<file path="config.mk">
export PLATFORM = sky130hd
export DESIGN_NAME = muldiv_seq_ctrl
export DESIGN_NICKNAME = d
export VERILOG_FILES = /design/src/rtl/muldiv_seq_ctrl_pkg.sv /design/src/rtl/muldiv_seq_ctrl.sv
export SDC_FILE = /design/constraint.sdc
export NUM_CORES = 1
export LEC_CHECK = 0
export ABC_AREA = 1
export CAP_MARGIN = 30
export CORE_MARGIN = 2
export CORE_UTILIZATION = 48
export DETAILED_ROUTE_END_ITERATION = 8
export PLACE_DENSITY_LB_ADDON = 0.05
export REMOVE_ABC_BUFFERS = 1
export SYNTH_ARGS = -nofsm -noshare
export SYNTH_HDL_FRONTEND = slang
export SYNTH_SLANG_ARGS = --single-unit
</file>
<file path="constraint.sdc">
create_clock -name clk -period 1.66 [get_ports clk]
set_clock_uncertainty 0.15 [all_clocks]
set_input_delay 0.332 -clock clk [delete_from_list [all_inputs] [get_ports clk]]
set_output_delay 0.332 -clock clk [all_outputs]
set_load 0.005 [all_outputs]
</file>
<file path="src/rtl/muldiv_seq_ctrl_pkg.sv">
// Shared CPU definitions for the iterative multiply/divide sequencer:
// the state encoding and the default iteration counts.
package muldiv_seq_ctrl_pkg;

    typedef enum logic [1:0] {
        ST_IDLE = 2'd0,
        ST_INIT = 2'd1,
        ST_RUN  = 2'd2,
        ST_WB   = 2'd3
    } muldiv_state_e;

    localparam int MUL_CYCLES_DEF = 4;
    localparam int DIV_CYCLES_DEF = 32;

endpackage

</file>
<file path="src/rtl/muldiv_seq_ctrl.sv">
// Steps the external HI/LO multiply/divide datapath through init, iterate and
// write-back, and raises a stall while HI/LO or the datapath are in use.
module muldiv_seq_ctrl
    import muldiv_seq_ctrl_pkg::*;
#(
    parameter int MUL_CYCLES = MUL_CYCLES_DEF,
    parameter int DIV_CYCLES = DIV_CYCLES_DEF,
    parameter int CNT_W      = 6
) (
    input  logic clk,
    input  logic reset,
    input  logic start,
    input  logic op_div,
    input  logic op_signed,
    input  logic div_zero,
    input  logic hilo_read_id,
    input  logic hilo_write_ex,
    output logic dp_init,
    output logic dp_step,
    output logic dp_op_div,
    output logic dp_signed,
    output logic dp_div0,
    output logic hilo_we,
    output logic busy,
    output logic muldiv_stall
);

    localparam logic [CNT_W-1:0] MUL_LOAD = CNT_W'(MUL_CYCLES - 1);
    localparam logic [CNT_W-1:0] DIV_LOAD = CNT_W'(DIV_CYCLES - 1);
    localparam logic [CNT_W-1:0] CNT_ONE  = CNT_W'(1);

    muldiv_state_e    state_q, state_d;
    logic [CNT_W-1:0] cnt_q, cnt_d;
    logic             dp_init_q, dp_init_d;
    logic             dp_step_q, dp_step_d;
    logic             dp_op_div_q, dp_op_div_d;
    logic             dp_signed_q, dp_signed_d;
    logic             dp_div0_q, dp_div0_d;
    logic             hilo_we_q, hilo_we_d;
    logic             busy_q, busy_d;

    // Operand flags are latched only on acceptance in IDLE; a start that
    // arrives while busy is the stalled pipeline re-presenting itself.
    always_comb begin
        state_d     = state_q;
        cnt_d       = cnt_q;
        dp_op_div_d = dp_op_div_q;
        dp_signed_d = dp_signed_q;
        dp_div0_d   = dp_div0_q;
        case (state_q)
            ST_IDLE: begin
                if (start) begin
                    state_d     = ST_INIT;
                    dp_op_div_d = op_div;
                    dp_signed_d = op_signed;
                    dp_div0_d   = div_zero & op_div;
                end
            end
            ST_INIT: begin
                cnt_d   = dp_op_div_q ? DIV_LOAD : MUL_LOAD;
                state_d = dp_div0_q ? ST_WB : ST_RUN;
            end
            ST_RUN: begin
                if (cnt_q == '0) begin
                    state_d = ST_WB;
                end else begin
                    cnt_d = cnt_q - CNT_ONE;
                end
            end
            ST_WB: begin
                state_d = ST_IDLE;
            end
            default: begin
                state_d = ST_IDLE;
            end
        endcase

        dp_init_d = (state_d == ST_INIT);
        dp_step_d = (state_d == ST_RUN);
        hilo_we_d = (state_d == ST_WB);
        busy_d    = (state_d != ST_IDLE);
    end

    always_ff @(posedge clk) begin
        if (reset) begin
            state_q     <= ST_IDLE;
            cnt_q       <= '0;
            dp_init_q   <= 1'b0;
            dp_step_q   <= 1'b0;
            dp_op_div_q <= 1'b0;
            dp_signed_q <= 1'b0;
            dp_div0_q   <= 1'b0;
            hilo_we_q   <= 1'b0;
            busy_q      <= 1'b0;
        end else begin
            state_q     <= state_d;
            cnt_q       <= cnt_d;
            dp_init_q   <= dp_init_d;
            dp_step_q   <= dp_step_d;
            dp_op_div_q <= dp_op_div_d;
            dp_signed_q <= dp_signed_d;
            dp_div0_q   <= dp_div0_d;
            hilo_we_q   <= hilo_we_d;
            busy_q      <= busy_d;
        end
    end

    assign dp_init      = dp_init_q;
    assign dp_step      = dp_step_q;
    assign dp_op_div    = dp_op_div_q;
    assign dp_signed    = dp_signed_q;
    assign dp_div0      = dp_div0_q;
    assign hilo_we      = hilo_we_q;
    assign busy         = busy_q;
    assign muldiv_stall = (state_q != ST_IDLE) & (hilo_read_id | hilo_write_ex | start);

endmodule

</file>
==> flow_results.xml <==
<?xml version="1.0" encoding="UTF-8"?>
<metrics>
  <group name="synthesis">
    <metric name="synth_simple_gate_area_share" unit="%">31.1</metric>
    <metric name="synth-adder-area-share" unit="%">10.1</metric>
    <metric name="compound_gate_fraction_of_synth_area" unit="%">10.1</metric>
    <metric name="synth_warnings" unit="">0</metric>
    <metric name="number_of_instances_in_the_synthesized_netlist" unit="">105</metric>
    <metric name="netlist-cell-type-count" unit="">14</metric>
    <metric name="ys_ff_latch" unit="">15</metric>
    <metric name="synthesis.area_per_instance" unit="um^2">7.08</metric>
    <metric name="largest_family_of_logic_cells_by_synthesized_area" unit="">simple AND/OR/NAND/NOR gates</metric>
    <metric name="yosysSeqAreaShare" unit="%">40.4</metric>
    <metric name="post_synth_xor_area_fraction" unit="%">0</metric>
    <metric name="syn_area" unit="um^2">743</metric>
    <metric name="synth.mux.area_fraction" unit="%">0</metric>
  </group>
  <group name="pwr">
    <metric name="max-vdd-ir-drop" unit="mV">0.888</metric>
    <metric name="leakagePower" unit="nW">0.498</metric>
    <metric name="power_density" unit="nW/um^2">1670</metric>
  </group>
  <group name="critical_path">
    <metric name="critical-path-top-delay-family" unit="">buffers and inverters</metric>
    <metric name="cp-end-kind" unit="">output port</metric>
    <metric name="worst_path_max_delay_cell" unit="">sky130_fd_sc_hd__clkdlybuf4s50_1</metric>
    <metric name="crit_path_start_kind" unit="">primary input</metric>
    <metric name="critPathKind" unit="">in2out</metric>
    <metric name="arrival_worst_endpoint" unit="ps">1140</metric>
    <metric name="cp_cell_sequence" unit="">clkdlybuf4s50_1, inv_1, a21oi_2, buf_2</metric>
    <metric name="worst_ep_required_time" unit="ps">1180</metric>
    <metric name="worst-path-buf-inv" unit="">3</metric>
    <metric name="timing.critical_path.fanout_max" unit="">2</metric>
    <metric name="timing.critical_path.slowest_cell_delay" unit="ps">480</metric>
  </group>
  <group name="floorplan">
    <metric name="floorplan.die_area" unit="um^2">1880</metric>
    <metric name="die_width" unit="um">43.4</metric>
    <metric name="fp-row-count" unit="">14</metric>
    <metric name="initial_standard_cell_utilization_of_the_core" unit="%">50.5</metric>
    <metric name="chipHeight" unit="um">43.4</metric>
    <metric name="floorplan.core_area" unit="um^2">1470</metric>
    <metric name="floorplan.io_pins" unit="">16</metric>
  </group>
  <group name="final_layout">
    <metric name="layout-area-overhead-vs-synth" unit="%">35.2</metric>
    <metric name="final_layout_size_suffix_gt1_share" unit="%">19.8</metric>
    <metric name="num-fill-cells" unit="">133</metric>
    <metric name="final_cell_mix" unit="">sky130_fd_sc_hd__nand2_1 (23), sky130_fd_sc_hd__nor2_1 (18), sky130_fd_sc_hd__inv_1 (15)</metric>
    <metric name="num_antenna_cells" unit="">0</metric>
    <metric name="nNetsFinal" unit="">146</metric>
    <metric name="multi_input_area" unit="um^2">390</metric>
    <metric name="final_area" unit="um^2">1000</metric>
    <metric name="seqCellArea" unit="um^2">305</metric>
    <metric name="layout.cells.non_filler" unit="">147</metric>
    <metric name="layout.cells.most_common" unit="">sky130_fd_sc_hd__nand2_1</metric>
  </group>
  <group name="global_route">
    <metric name="grt_antenna_before_repair" unit="">0</metric>
    <metric name="vias_in_the_first_global_route" unit="">635</metric>
    <metric name="global_route.usage.total" unit="%">19.4</metric>
    <metric name="grt_remaining_overflow" unit="">0</metric>
    <metric name="grt_pass1_wl" unit="um">2660</metric>
    <metric name="grt_max_degree" unit="">10</metric>
  </group>
  <group name="timing">
    <metric name="hold_violations" unit="">0</metric>
    <metric name="maxSlewHeadroom" unit="%">84.2</metric>
    <metric name="achievable-frequency" unit="GHz">0.618</metric>
    <metric name="slew_viol_final" unit="">0</metric>
    <metric name="setup-tns-final" unit="ps">0</metric>
    <metric name="period_minus_slack" unit="ps">1620</metric>
    <metric name="post-route-period-util" unit="%">97.5</metric>
    <metric name="transition_time_of_the_tightest_slew_check_pin" unit="ps">237</metric>
    <metric name="finalHoldWorstSlack" unit="ps">334</metric>
    <metric name="setup_viol_count_final" unit="">0</metric>
    <metric name="grt_setup_unrepaired" unit="">no</metric>
  </group>
  <group name="cts">
    <metric name="cts.clk_slew.worst_paths" unit="ps">90</metric>
    <metric name="clock_path_buffers" unit="">2</metric>
    <metric name="tritoncts_sink_count" unit="">15</metric>
    <metric name="cts_root_buffer" unit="">sky130_fd_sc_hd__clkbuf_4</metric>
    <metric name="cts_max_level" unit="">1</metric>
    <metric name="worst_skew_pair_later_pin_latency" unit="ps">290</metric>
    <metric name="cts_made_buffers" unit="">3</metric>
    <metric name="cts_tree" unit="">yes</metric>
  </group>
  <group name="run_status">
    <metric name="outcome" unit="">complete, no violations</metric>
  </group>
  <group name="placement">
    <metric name="detailed_place_hpwl" unit="um">1270</metric>
    <metric name="globalplace.congestion" unit="">0.868</metric>
    <metric name="numPortBuffers" unit="">15</metric>
    <metric name="post_dp_area" unit="um^2">966</metric>
    <metric name="post-place-cells" unit="">143</metric>
  </group>
  <group name="route">
    <metric name="antenna_violating_nets_remaining" unit="">0</metric>
    <metric name="detailedRoute.firstPassIterationCount" unit="">4</metric>
    <metric name="drt_iter0_drc" unit="">11</metric>
    <metric name="num_vias" unit="">716</metric>
    <metric name="drt-vias-per-instance" unit="">4.87</metric>
    <metric name="drt-total-wl" unit="um">1600</metric>
    <metric name="drcViolationCount" unit="">0</metric>
    <metric name="routedWlPerCell" unit="um">10.9</metric>
  </group>
  <group name="flow_run">
    <metric name="drv.max_cap_violation_count" unit="">0</metric>
  </group>
  <group name="hold_path">
    <metric name="type_of_the_worst_min_delay_path" unit="">reg2reg</metric>
  </group>
</metrics>
synth_stat cells:
cell	instances	share of area, %
sky130_fd_sc_hd__nand3b_1	1	1.0
sky130_fd_sc_hd__nand2_1	23	12
sky130_fd_sc_hd__o21ai_1	1	0.67
sky130_fd_sc_hd__nand2_2	3	2.5
sky130_fd_sc_hd__nand3_2	2	2.7
sky130_fd_sc_hd__nand3_1	5	3.4
sky130_fd_sc_hd__dfxtp_1	15	40
sky130_fd_sc_hd__nor2_1	18	9.1
sky130_fd_sc_hd__clkinv_2	1	0.67
sky130_fd_sc_hd__ha_1	6	10
sky130_fd_sc_hd__nor2_2	1	0.84
sky130_fd_sc_hd__inv_1	15	7.6
sky130_fd_sc_hd__o21ai_0	6	4.0
sky130_fd_sc_hd__a21oi_1	8	5.4
kinds of logic after synthesis:
kind of cell | after synthesis
simple gates | 53
buf+inv | 16
compound gates | 15
flops | 15
fa+ha+maj | 6
layout make-up:
type | instances | share of cell area [%]
Clock buffer | 3 | 2.24
Clock inverter | 1 | 0.498
Inverter | 16 | 6.10
Multi-Input combinational cell | 74 | 38.9
Sequential cell | 15 | 30.4
Tap cell | 16 | 1.99
Timing Repair Buffer | 22 | 19.9
per-layer routing:
| metal | share of wire [%] | vias to the layer above | wire length [um] | GRT usage [%] |
|---|---|---|---|---|
| met5 | 0 | - | 0 | 0 |
| met4 | 1.6 | 0 | 25 | 10.9 |
| met3 | 2.5 | 4 | 40 | 3.75 |
| met2 | 54 | 10 | 858 | 32.8 |
| met1 | 42 | 324 | 673 | 22.8 |
| li1 | - | 378 | - | - |
where the power goes:
| group | leakage [nW] | internal, mW | switching, mW | total, mW |
|---|---|---|---|---|
| clock network | 0.0177 | 0.0896 | 0.122 | 0.211 |
| registers | 0.125 | 0.484 | 0.0663 | 0.550 |
| logic | 0.355 | 0.426 | 0.493 | 0.919 |
worst register-to-register path: cells and delay by family, from the launching register on:
kind / cells / cell delay (ps)
DFF: 1 / 330
adders and majority gates: 1 / 210
and+or+nand+nor: 4 / 420
buffers and inverters: 4 / 340
registers in the layout (all words and copies together), names as in the netlist:
name	count
cnt_q	6
state_q	2
busy	1
dp_div0	1
dp_init	1
dp_op_div	1
dp_signed	1
dp_step	1
hilo_we	1
final timing paths:
check                                           start                     to  slack (ps)  cells past startpoint
worst min-delay path             dp_div0$_SDFFE_PP0P_   dp_div0$_SDFFE_PP0P_         330                      2
worst max-delay path                            start           muldiv_stall          40                      4
worst min register to register   dp_div0$_SDFFE_PP0P_   dp_div0$_SDFFE_PP0P_         330                      2
worst max register to register  state_q[0]$_SDFF_PP0_  cnt_q[4]$_SDFFE_PP0P_          90                      9
stage by stage:
step | util (%) | setup slack [ps] | total power [mW]
finish | 68.3 | 42.2 | 1.68
global route | 68.3 | 1.21 | 1.84
CTS | 67.8 | 5.22 | 1.70
detailed placement | 65.6 | -356 | 1.47
global placement | 65.6 | -363 | 1.44
floorplan | - | 280 | 1.12
repair_timing:
item / 4_1_cts / 5_1_grt
pin swaps: 0 / 1
endpoints found under the setup margin: 2 / 6
resized for setup: 8 / 4
buffers inserted: 0 / 0
hold buffers: 0 / 0
endpoints found under the hold margin: 0 / 0
No activity file was read; power rests on OpenSTA's default activity.
==> patch (same flow settings) <==
Register the inputs `op_div` and `div_zero` before use. The logic sees them one clock later. The other inputs are not delayed to match.
--- a/src/rtl/muldiv_seq_ctrl.sv
+++ b/src/rtl/muldiv_seq_ctrl.sv
@@ -30,4 +30,12 @@
     localparam logic [CNT_W-1:0] CNT_ONE  = CNT_W'(1);
 
+    logic op_div_q;
+    logic div_zero_q;
+
+    always_ff @(posedge clk) begin
+        op_div_q   <= op_div;
+        div_zero_q <= div_zero;
+    end
+
     muldiv_state_e    state_q, state_d;
     logic [CNT_W-1:0] cnt_q, cnt_d;
@@ -52,7 +60,7 @@
                 if (start) begin
                     state_d     = ST_INIT;
-                    dp_op_div_d = op_div;
+                    dp_op_div_d = op_div_q;
                     dp_signed_d = op_signed;
-                    dp_div0_d   = div_zero & op_div;
+                    dp_div0_d   = div_zero_q & op_div_q;
                 end
             end
Formal check against the unedited RTL: not equivalent (a bounded check fails within 4 cycles, from zero or initial values and one cycle with reset high).
==> patch against the unedited design <==
  * Critical endpoint is now dp_op_div
  * Highest routed layer unchanged
  * Wire length shrank 5.8%
  * Synthesized area increased by 5.4%
  * Largest cell class unchanged
  * Critical path type is now reg -> out
  * Final area up 2.6%
  * Via count increased by 1.1%
  * Worst setup slack worse by 0.0065 ns
  * Sequential cell count increased by 2
  * Power up 0.40%
  * Sequential share of layout area grew 3.1 points
==> patch: results (changes against the unedited design) <==
- Hold wc startpoint: op_div_q
- Maximum number of pins on one net before global-route repair: 10 (unchanged)
- Clock Latency Late Sink: 0.28 ns
- Hold/Removal Path Class: reg -> reg
- Largest regs: cnt_q (6), state_q (2)
- Critical Path Max Stage Delay: 0.50 ns (+0.02 ns)
- Top_reg_cell synth: dfxtp_1
- Largest delay contributor family on the critical path: buffers and inverters
- Top-area cell type share of the netlist area: 0.4345 (+0.03046)
- Total clock buffers created by CTS: 3 (unchanged)
- Clock slew at reported path FFs: 0.09 ns (about the same)
- CP max-delay cell: clkdlybuf4s50_1
- Main area contributors after synthesis: dfxtp_1, nand2_1, ha_1
- Global routing usage summed across all routing layers: 0.1845 (-0.009080)
- First-pass GRT wire length: 2622 um (-1.3%)
- Total Nets Final: 147 (+0.68%)
- Max transition margin: 0.8516 (+0.009595)
- Most instantiated cells after synthesis: nand2_1, nor2_1, dfxtp_1
- Startpoint of the worst-slack reg-to-reg timing path: state_q[0]
- Post-route non-filler standard cell count: 148 (+0.68%)
- Run status: finished, final reports clean
- Global routing met2 resource utilization: 0.3147 (-0.01365)
- Initial antenna violation count: 0 (unchanged)
- Antenna Cells: 0 (unchanged)
- Root buffer cell: clkbuf_4
- Post-Syn Instances: 107 (+1.9%)
- Proportion of layout cells with a drive suffix above 1: 0.1667 (-0.03181)
- Critical setup path kind: reg -> out
- Ys async rst share: 0 (unchanged)
- Arrival time at the worst endpoint: 1.14 ns (about the same)
- Number of global-route vias before repair: 669 (+5.4%)
- Number of pins with negative max-slew slack in the final report: 0 (unchanged)
- Global routing met3 resource utilization: 0.02449 (-0.01301)
- Static Leakage: 0.5110 nW (+2.7%)
- Critical path fanouts, max: 4 (+2)
- Placed cell count: 144 (+0.70%)
- Max IR drop VDD: 956.3 uV (+7.7%)
- Post-CTS Setup Repair Bufs: 0 (unchanged)
- Fraction of the yosys area taken by sequential cells: 0.4345 (+0.03046)
- Number of detailed-routing iterations run before antenna repair: 5 (+1)
- Setup Slack @ Placement: -0.3335 ns (+0.02291 ns)
- Initial detailed-routing violation count: 4 (-7)
- Post-detailed-route wirelength per cell: 10.18 um (-6.4%)
- Worst-case clock buffer depth: 2 (unchanged)
- Routability-driven placement congestion ratio: 0.8454 (-2.6%)
- Yosys warnings: 0 (unchanged)
- Deepest level of the CTS H-tree: 1 (unchanged)
- Unique masters post-synth: 14 (unchanged)
- DR vias/cell: 4.892 (+0.43%)
- Routing usage on met1: 0.2123 (-0.01547)
- Worst setup path startpoint: dp_op_div
- IO buf count: 15 (unchanged)
- DP HPWL: 1192 um (-5.9%)
## patch: area by class of cell
class | count | area (um^2)
sequential | 17 | 345.3
fill | 136 | 493.0
inverter | 16 | 61.31
timing repair buffer | 21 | 192.7
clock buffer | 4 | 26.28
multi-input combinational | 74 | 385.4
tap | 16 | 20.02
## patch: logic make-up after synthesis
logic type                 after synthesis  synth area share
and+or+nand+nor                         53            0.2955
DFF                                     17            0.4345
buffers and inverters                   16           0.07826
AOI/OAI and AO/OA                       15           0.09584
adders and majority gates                6           0.09584
## patch: metal layers
metal  share of wire  vias up
met5               0        -
met4           0.027        0
met3           0.032        6
met2            0.53       18
met1            0.41      317
li1                -      383
## patch: per-stage QoR
stage	power (mW)	utilization	TNS (ns)	hold WS (ns)	instance area, um^2
finish	1.688	0.6765	0	0.3110	1031
floorplan	1.169	-	0	0.2097	783.3
global placement	1.465	0.6552	-0.3142	0.2998	998.5
detailed placement	1.493	0.6552	-0.3335	0.2975	998.5
global route	1.857	0.6765	-0.001742	0.3306	1031
CTS	1.705	0.6724	0	0.3060	1025
## patch: power by group
part	switching (mW)	internal, mW	total (mW)
registers	0.0640	0.534	0.598
clock network	0.118	0.0934	0.211
logic	0.478	0.400	0.878
## patch: final timing paths
kind,to,slack [ns],depth (start not counted)
worst max-delay path,dp_op_div,0.04,1
worst min-delay path,dp_op_div,0.31,2
worst max register to register,cnt_q[4],0.13,9
worst min register to register,dp_op_div,0.31,2
## patch: what timing repair did
item | CTS | global route
setup endpoints to repair | 3 | 2
resized for setup | 8 | 2
cloned | 0 | 0
